$ cat src/rtl/mult_pipe_if.sv
// Handshake bundle between the issue side, mult_pipe and the writeback side.
// The slave modport is the multiplier's view; master is the surrounding cluster.
interface mult_pipe_if #(
  parameter int XLEN  = 32,
  parameter int TAG_W = 6
) ();

  // Issue side
  logic             in_valid;
  logic             in_ready;
  logic [1:0]       in_type;
  logic [XLEN-1:0]  in1;
  logic [XLEN-1:0]  in2;
  logic [TAG_W-1:0] in_tag;

  // Pipeline control
  logic             flush;

  // Writeback side
  logic             out_valid;
  logic             out_ready;
  logic [XLEN-1:0]  out_data;
  logic [TAG_W-1:0] out_tag;

  modport slave (
    input  in_valid, in_type, in1, in2, in_tag, flush, out_ready,
    output in_ready, out_valid, out_data, out_tag
  );

  modport master (
    output in_valid, in_type, in1, in2, in_tag, flush, out_ready,
    input  in_ready, out_valid, out_data, out_tag
  );

endinterface

$ cat src/rtl/mult_pipe.sv
// Fully pipelined RV32M/RV64M multiplier (MUL/MULH/MULHSU/MULHU).
// Every stage holds a valid bit, the destination tag and the result. Stages
// advance independently so bubbles collapse under backpressure; a flush drops
// every in-flight operation including one presented in the same cycle.
// The product is formed in front of stage 0; the remaining stages give
// register retiming room to spread the multiplier array across the pipe.
module mult_pipe #(
  parameter int XLEN   = 32,
  parameter int STAGES = 5,
  parameter int TAG_W  = 6
) (
  input  logic       clock,
  input  logic       reset,
  mult_pipe_if.slave bus
);

  localparam int PW = 2 * XLEN;

  typedef enum logic [1:0] {
    OP_MUL    = 2'd0,
    OP_MULH   = 2'd1,
    OP_MULHSU = 2'd2,
    OP_MULHU  = 2'd3
  } op_e;

  // Extends both operands to XLEN+1 bits (signedness by opcode), multiplies
  // them as signed values and picks the low or high half of the product.
  // Only the low 2*XLEN bits of the signed product are ever needed.
  function automatic logic [XLEN-1:0] f_mul(
    input op_e             op,
    input logic [XLEN-1:0] a,
    input logic [XLEN-1:0] b
  );
    logic              a_sx;
    logic              b_sx;
    logic signed [XLEN:0] ea;
    logic signed [XLEN:0] eb;
    logic signed [PW-1:0] p;
    a_sx = (op == OP_MULH) || (op == OP_MULHSU);
    b_sx = (op == OP_MULH);
    ea   = {a_sx & a[XLEN-1], a};
    eb   = {b_sx & b[XLEN-1], b};
    p    = PW'(ea) * PW'(eb);
    return (op == OP_MUL) ? p[XLEN-1:0] : p[PW-1:XLEN];
  endfunction

  // Stage registers
  logic [STAGES-1:0] r_vld;
  logic [TAG_W-1:0]  r_tag [STAGES];
  logic [XLEN-1:0]   r_res [STAGES];

  // Per-stage load enables and load sources
  logic [STAGES-1:0] w_take;
  logic [STAGES-1:0] w_src_vld;
  logic [TAG_W-1:0]  w_src_tag [STAGES];
  logic [XLEN-1:0]   w_src_res [STAGES];
  logic [XLEN-1:0]   w_in_res;

  assign w_in_res = f_mul(op_e'(bus.in_type), bus.in1, bus.in2);

  // Stage i can load when it, or any stage after it, is empty, or when the
  // consumer is draining the last stage. Depends only on valid bits and
  // out_ready, never on in_valid.
  for (genvar gi = 0; gi < STAGES; gi++) begin : g_take
    assign w_take[gi] = bus.out_ready | ~(&r_vld[STAGES-1:gi]);
  end

  // Load source of each stage: the issue port for stage 0, the previous stage otherwise.
  always_comb begin
    // NOTE: every output of this block is assigned on every path, so no latch is inferred.
    w_src_vld    = '0;
    w_src_vld[0] = bus.in_valid;
    w_src_tag[0] = bus.in_tag;
    w_src_res[0] = w_in_res;
    for (int i = 1; i < STAGES; i++) begin
      w_src_vld[i] = r_vld[i-1];
      w_src_tag[i] = r_tag[i-1];
      w_src_res[i] = r_res[i-1];
    end
  end

  // Pipeline advance: flush clears every valid bit and overrides any load.
  always_ff @(posedge clock or negedge reset) begin
    if (!reset) begin
      // NOTE: tag/result registers are reset as well so out_data and out_tag read
      // zero while reset is held; a flush only clears the valid bits.
      r_vld <= '0;
      for (int i = 0; i < STAGES; i++) begin
        r_tag[i] <= '0;
        r_res[i] <= '0;
      end
    end else if (bus.flush) begin
      r_vld <= '0;
    end else begin
      // NOTE: non-blocking updates let stage i read stage i-1's pre-edge value.
      for (int i = 0; i < STAGES; i++) begin
        if (w_take[i]) begin
          r_vld[i] <= w_src_vld[i];
          if (w_src_vld[i]) begin
            r_tag[i] <= w_src_tag[i];
            r_res[i] <= w_src_res[i];
          end
        end
      end
    end
  end

  assign bus.in_ready  = w_take[0];
  assign bus.out_valid = r_vld[STAGES-1];
  assign bus.out_data  = r_res[STAGES-1];
  assign bus.out_tag   = r_tag[STAGES-1];

endmodule

$ cat src/flat_wrapper.sv
// flat-port wrapper written by rule: the top's interface ports become plain ports
module mult_pipe_flat 
#(
  parameter int XLEN   = 32,
  parameter int STAGES = 5,
  parameter int TAG_W  = 6
)
  (clock, reset, bus_in_valid, bus_in_type, bus_in1, bus_in2, bus_in_tag, bus_flush, bus_out_ready, bus_in_ready, bus_out_valid, bus_out_data, bus_out_tag);
  mult_pipe_if #(.XLEN(XLEN), .TAG_W(TAG_W)) bus_i ();
  input  logic clock;
  input  logic reset;
  input wire logic [$bits(bus_i.in_valid)-1:0] bus_in_valid;
  input wire logic [$bits(bus_i.in_type)-1:0] bus_in_type;
  input wire logic [$bits(bus_i.in1)-1:0] bus_in1;
  input wire logic [$bits(bus_i.in2)-1:0] bus_in2;
  input wire logic [$bits(bus_i.in_tag)-1:0] bus_in_tag;
  input wire logic [$bits(bus_i.flush)-1:0] bus_flush;
  input wire logic [$bits(bus_i.out_ready)-1:0] bus_out_ready;
  output wire logic [$bits(bus_i.in_ready)-1:0] bus_in_ready;
  output wire logic [$bits(bus_i.out_valid)-1:0] bus_out_valid;
  output wire logic [$bits(bus_i.out_data)-1:0] bus_out_data;
  output wire logic [$bits(bus_i.out_tag)-1:0] bus_out_tag;
  assign bus_i.in_valid = bus_in_valid;
  assign bus_i.in_type = bus_in_type;
  assign bus_i.in1 = bus_in1;
  assign bus_i.in2 = bus_in2;
  assign bus_i.in_tag = bus_in_tag;
  assign bus_i.flush = bus_flush;
  assign bus_i.out_ready = bus_out_ready;
  assign bus_in_ready = bus_i.in_ready;
  assign bus_out_valid = bus_i.out_valid;
  assign bus_out_data = bus_i.out_data;
  assign bus_out_tag = bus_i.out_tag;
  mult_pipe #(.XLEN(XLEN), .STAGES(STAGES), .TAG_W(TAG_W)) u_core (.clock(clock), .reset(reset), .bus(bus_i));
endmodule
$ cat config.mk
export PLATFORM = sky130hd
export DESIGN_NAME = mult_pipe_flat
export DESIGN_NICKNAME = d
export VERILOG_FILES = /design/src/rtl/mult_pipe_if.sv /design/src/rtl/mult_pipe.sv /design/src/flat_wrapper.sv
export SDC_FILE = /design/constraint.sdc
export NUM_CORES = 2
export LEC_CHECK = 0
export BUFFER_PORTS_ARGS = -buffer_cell sky130_fd_sc_hd__buf_2
export CORE_ASPECT_RATIO = 1.1
export CORE_UTILIZATION = 40
export DETAILED_ROUTE_END_ITERATION = 8
export PLACE_DENSITY = 0.65
export SYNTH_ARGS = -nofsm -noshare
export SYNTH_HDL_FRONTEND = slang
export SYNTH_SLANG_ARGS = --single-unit
$ cat constraint.sdc
create_clock -name clock -period 2.9 [get_ports clock]
set_input_delay 0.29 -clock clock [delete_from_list [all_inputs] [get_ports clock]]
set_output_delay 0.29 -clock clock [all_outputs]
set_load 0.1 [all_outputs]
* Yosys cells after proc, flatten, opt, wreduce, memory -nomap -nowiden
Index checks and enable logic that the tools add are counted.
Operators by class: $mul 1, mux-type cells 7, eq/ne operators 2, bitwise logic cells 13, reduce and logical (&&, ||, !) cells 16
Operators with widths (count):
- $mul 33x33->64 | 1
- $mux 32 | 1
- $reduce_and 3->1 | 6
- $reduce_bool 2->1 | 5
- $not 1->1 | 6
- $mux 1 | 5
- $mux 5 | 1
- $or 1x1->1 | 5
- $reduce_and 5->1 | 1
- $reduce_and 4->1 | 1
- $and 1x1->1 | 2
- $eq 2x1->1 const B | 1
- $eq 2x2->1 const B | 1
- $logic_not 2->1 | 1
- $reduce_and 2->1 | 1
- $logic_or 1x1->1 | 1
Storage, ports and cells: bits in registers 195, bits of input ports 77, logic and storage cells 54, output and inout port bits 40

* Logic depth before layout (Yosys ltp)
depth after elaboration 5, gate-level depth with buffers 33, mapped depth without buffers 30

* Least setup slack after synthesis
Ideal clock, no wire load.
kind input port to flip-flop, start input port bus_in_type[1], end register u_core.r_res[153] in the netlist's numbering, stages on the path 30, arrival time 8.142 ns, setup time 0.123 ns, path slack -5.365 ns, path through inv_1 ha_1 and2_1 clkbuf_1 clkbuf_1 nand2_1 inv_1 fa_1 inv_1 fa_1 inv_1 fa_1 fa_1 inv_1 fa_1 inv_1 fa_1 inv_1 fa_1 fa_1 inv_1 ha_1 clkbuf_1 and3_1 and2_1 or3b_1 o21ai_1 nand4_1 mux2i_1 o221a_2
On the way: word-level cells in the longest chain between the ends 5, elaborated cells between the ends (all ways) 8
Ends and longest elaborated chain:
- from (decl) | RTL line flat_wrapper.sv:13 | input wire logic [$bits(bus_i.in_type)-1:0] bus_in_type;
- $eq 2x1->1 or $eq 2x2->1 (tied branches) | RTL line mult_pipe.sv:39, mult_pipe.sv:40
- $logic_or 1x1->1 | RTL line mult_pipe.sv:39 | a_sx = (op == OP_MULH) || (op == OP_MULHSU);
- $and 1x1->1 | RTL line mult_pipe.sv:41 | ea = {a_sx & a[XLEN-1], a};
- $mul 33x33->64 | RTL line mult_pipe.sv:43 | p = PW'(ea) * PW'(eb);
- $mux 32 (*) | RTL line mult_pipe.sv:44 | return (op == OP_MUL) ? p[XLEN-1:0] : p[PW-1:XLEN];
- to (signal, indexed assignment) | RTL line mult_pipe.sv:101 | r_res[i] <= w_src_res[i];
- to (decl) | RTL line mult_pipe.sv:50 | logic [XLEN-1:0] r_res [STAGES];
Every way passes the cells marked *; elsewhere a longest branch is shown, timed or not. A chain may end at the register's enable or synchronous reset.

* Worst setup path after layout
start input port bus_in_type[0], end register u_core.r_res[150] in the netlist's numbering
The elaborated chain is that of the path after synthesis.

==> run summary <==
The run gives 0.451 as the relative max-transition margin. The number of iterations in the first detailed-routing pass is 5. The synthesized area per cell is 9.52 µm². The most common cell type on the critical path is fa_1. The total routing usage reported by global routing is 0.223, and the final worst hold slack is 0.0549 ns. The setup slack of the critical path after layout is -4.35 ns, and the post-placement cell area is 51900 µm².

In this run the tool buffered the top-level ports with 116 buffer cells. The buffer cell driving the clock tree root is clkbuf_16. For the placement-stage worst setup slack, the log shows -5.21 ns. The most used flip-flop cell after synthesis is dfrtp_1. The critical-path cell with the highest stage delay is fa_1. The final hold violation count is 0.

The worst setup path is captured at a flip-flop. Entering global routing, the biggest net connects 104 pins. Compared with the post-synthesis result, the final layout area differs by 19.9%. The deepest clock path buffer count came out at 2.

Pin placement for this block handled 117 I/O pins. The tools report the total overflow reported by the global router as 0. The proportion of synthesized chip area in sequential cells is 0.107. By count the netlist is led by inv_1 (1193), fa_1 (1125), nand2_1 (858), and2_1 (276), clkbuf_1 (232). Across the run, the number of max-cap violations was 0. For this run, the number of Yosys warnings is 0.

The count of nets left with antenna violations once routing finished came out at 0. The detailed placement HPWL was 106000 µm; the fraction of registers with async set/reset was 1.00. For the number of antenna violations at the first check in global routing, the log shows 10. Data on the critical path arrives at its endpoint at 7.57 ns. For the post-route core utilization, the log shows 0.486.

TritonCTS built the clock tree. The instance count of the mapped netlist is 4811. In this run the standard cell core region covers 113000 µm². With fillers left out, the area of the finished cells amounts to 54900 µm².

The run finished, with violations left. The gate family responsible for the most delay along the worst path was adder cells. For the starting utilization of the core area, the log shows 0.405. The maximum net fanout on the critical path is 6.

Clock tree synthesis inserted a total of 17 buffers. The run gives 0.138 GHz as the maximum clock rate. After synthesis, the netlist uses 76 different library cells.

The final critical-path share of the clock period is 2.50. For the violation count after the first detailed-route iteration, the log shows 1860. The die is 325 µm wide. Via count of the first global-routing pass: 37300. The floorplan step defined a die boundary enclosing 116000 µm².

The final reports fail on setup timing. The worst setup path is of the in -> reg kind. fa_1 takes more of the synthesized area than any other cell.

Counting both buffers and inverters, the worst setup path holds a total of 8. The leading cell type by number of instances after synthesis is inv_1. In this run the cell area of the synthesized design comes to 45800 µm². The final weighted congestion of routability-driven global placement is 0.902, and the height of the die is 357 µm. Across all layers, the routed design uses 33300 vias. The logs give 129 for the count of standard-cell rows and 195 for the CTS sink count. The share of the synthesized area in the top cell type was 0.492. Clock skew on the completed layout was measured at 0.00706 ns. When the netlist entered floorplanning its net count stood at 6227.

The run gives 10400 as the count of fill cells added during filler insertion. In the final design database the tool counted 6680 nets. Setup repair after global routing could not meet its margin everywhere. The post-layout minimum cycle time works out to 7.25 ns.

Data on the critical path is required at its endpoint by 3.22 ns. Final routed wire length divided by cell count: 18.7 µm. On the worst path, the slowest cell contributes a delay of 0.58 ns. Number of vias per cell: 4.91.

The final number of max-transition violations was 0. The worst setup path is launched from an input port. The path class of the lowest-slack min-delay path was in -> reg. The global-route wire length before repair is 203000 µm, and the number of enable-type register cells in the synthesized netlist is 0. After clock tree synthesis, the clock-pin slew on the worst setup and hold paths is 0.08 ns. At the pin with the least slew margin, the transition time is 0.823 ns. After synthesis the netlist holds a flip-flop and latch count of 195. The fraction of final layout cells sized beyond drive strength 1 is 0.230, and the number of remaining DRC errors is 0. For the clock latency at the later pin of the worst-skew pair, the log shows 0.43 ns. Ranked by total cell area, the synthesized netlist is headed by fa_1 (49%), dfrtp_1 (11%), inv_1 (9.8%). For the number of H-tree branching levels, the log shows 4. The run gives 32 as the final setup violation count. After detailed routing, the total wire length is 127000 µm.
placed cells by master, fill, tap and decap left out, types with 6 or more instances in the layout:
cell type,count
inv_1,1140
fa_1,1091
nand2_1,835
buf_4,514
and2_1,262
dfrtp_1,194
ha_1,179
mux2_2,152
buf_2,80
buf_6,57
nor2_1,55
a21oi_1,49
buf_12,49
inv_2,46
xnor2_1,44
o21ai_1,39
fa_2,34
ha_4,32
a21oi_2,27
a21o_1,27
clkbuf_16,26
and3_1,25
nand4_1,18
xor2_1,17
nand2_2,15
o21ai_0,15
and2_4,14
a21oi_4,12
o21ai_2,12
or2_2,9
o21a_1,9
nor2b_1,8
xor2_2,8
nand3_1,8
buf_8,8
nand2_4,7
o21bai_1,6
logic make-up after synthesis:
family / after synthesis / share of synthesized area
AND/OR/NAND/NOR: 1304 / 0.128
XOR/XNOR: 75 / 0.0143
AO/OA/AOI/OAI: 257 / 0.0363
multiplexers: 159 / 0.0391
flip-flops: 195 / 0.107
adder cells (fa/ha/maj): 1339 / 0.550
buffers and inverters: 1482 / 0.125
final cells by class:
class                           count  area, µm²  area share
Multi-Input combinational cell   3134      36700       0.668
Inverter                         1193       4510      0.0821
Tap cell                         1506       1880      0.0343
Timing Repair Buffer              723       6320       0.115
Antenna cell                        3       7.51    0.000137
Sequential cell                   195       4880      0.0889
Clock buffer                       17        425     0.00775
Clock inverter                     15        196     0.00358
final timing paths:
path | cells past startpoint | slack, ns | start | to
worst min-delay path | 3 | 0.05 | bus_in_tag[0] | u_core.r_tag[24]
worst min register to register | 2 | 0.48 | u_core.r_tag[25] | u_core.r_tag[25]
worst max register to register | 8 | 0.60 | u_core.r_vld[4] | u_core.r_res[152]
worst max-delay path | 30 | -4.35 | bus_in_type[0] | u_core.r_res[150]
min in group asynchronous | 2 | 0.47 | reset | u_core.bus.out_tag[0]
max in group asynchronous | 3 | 1.58 | reset | u_core.r_res[157]
state kept, by name, summed over array words and instances (netlist names):
name	count
u_core.bus.out_data	32
u_core.bus.out_tag	6
u_core.r_res	128
u_core.r_tag	24
u_core.r_vld	5
what timing repair did:
| action | CTS | global route |
|---|---|---|
| setup endpoints to repair | 32 | 32 |
| gates cloned | 0 | 9 |
| endpoints found under the hold margin | 60 | 0 |
| hold buffers | 1 | 0 |
| resized for setup | 225 | 202 |
| pin swaps | 159 | 149 |
| setup buffers | 28 | 38 |
routing by layer:
layer	GRT usage	share of wire
met5	0	0.00027
met3	0.0260	0.057
met2	0.400	0.51
met4	0.0677	0.033
met1	0.281	0.40
stage by stage:
stage          TNS (ns)  instances
2_1_floorplan   -134.48       4811
3_3_place_gp    -153.96       6680
3_5_place_dp    -155.64       6680
4_1_cts         -131.91       6741
5_1_grt         -138.19       6783
6_report        -131.81       6786
worst reg2reg max path, cell delays in order (launching register included):
cell and delay, ns:
dfrtp_2 0.35, nor2b_1 0.33, and3_1 0.24, and2_1 0.27, nand2_1 0.13, nand3b_1 0.15, buf_12 0.23, nor2_1 0.20
a221oi_2 0.31
Power is not shown: default switching activity piles up to over one toggle a cycle in this logic, so the estimate is an artifact.
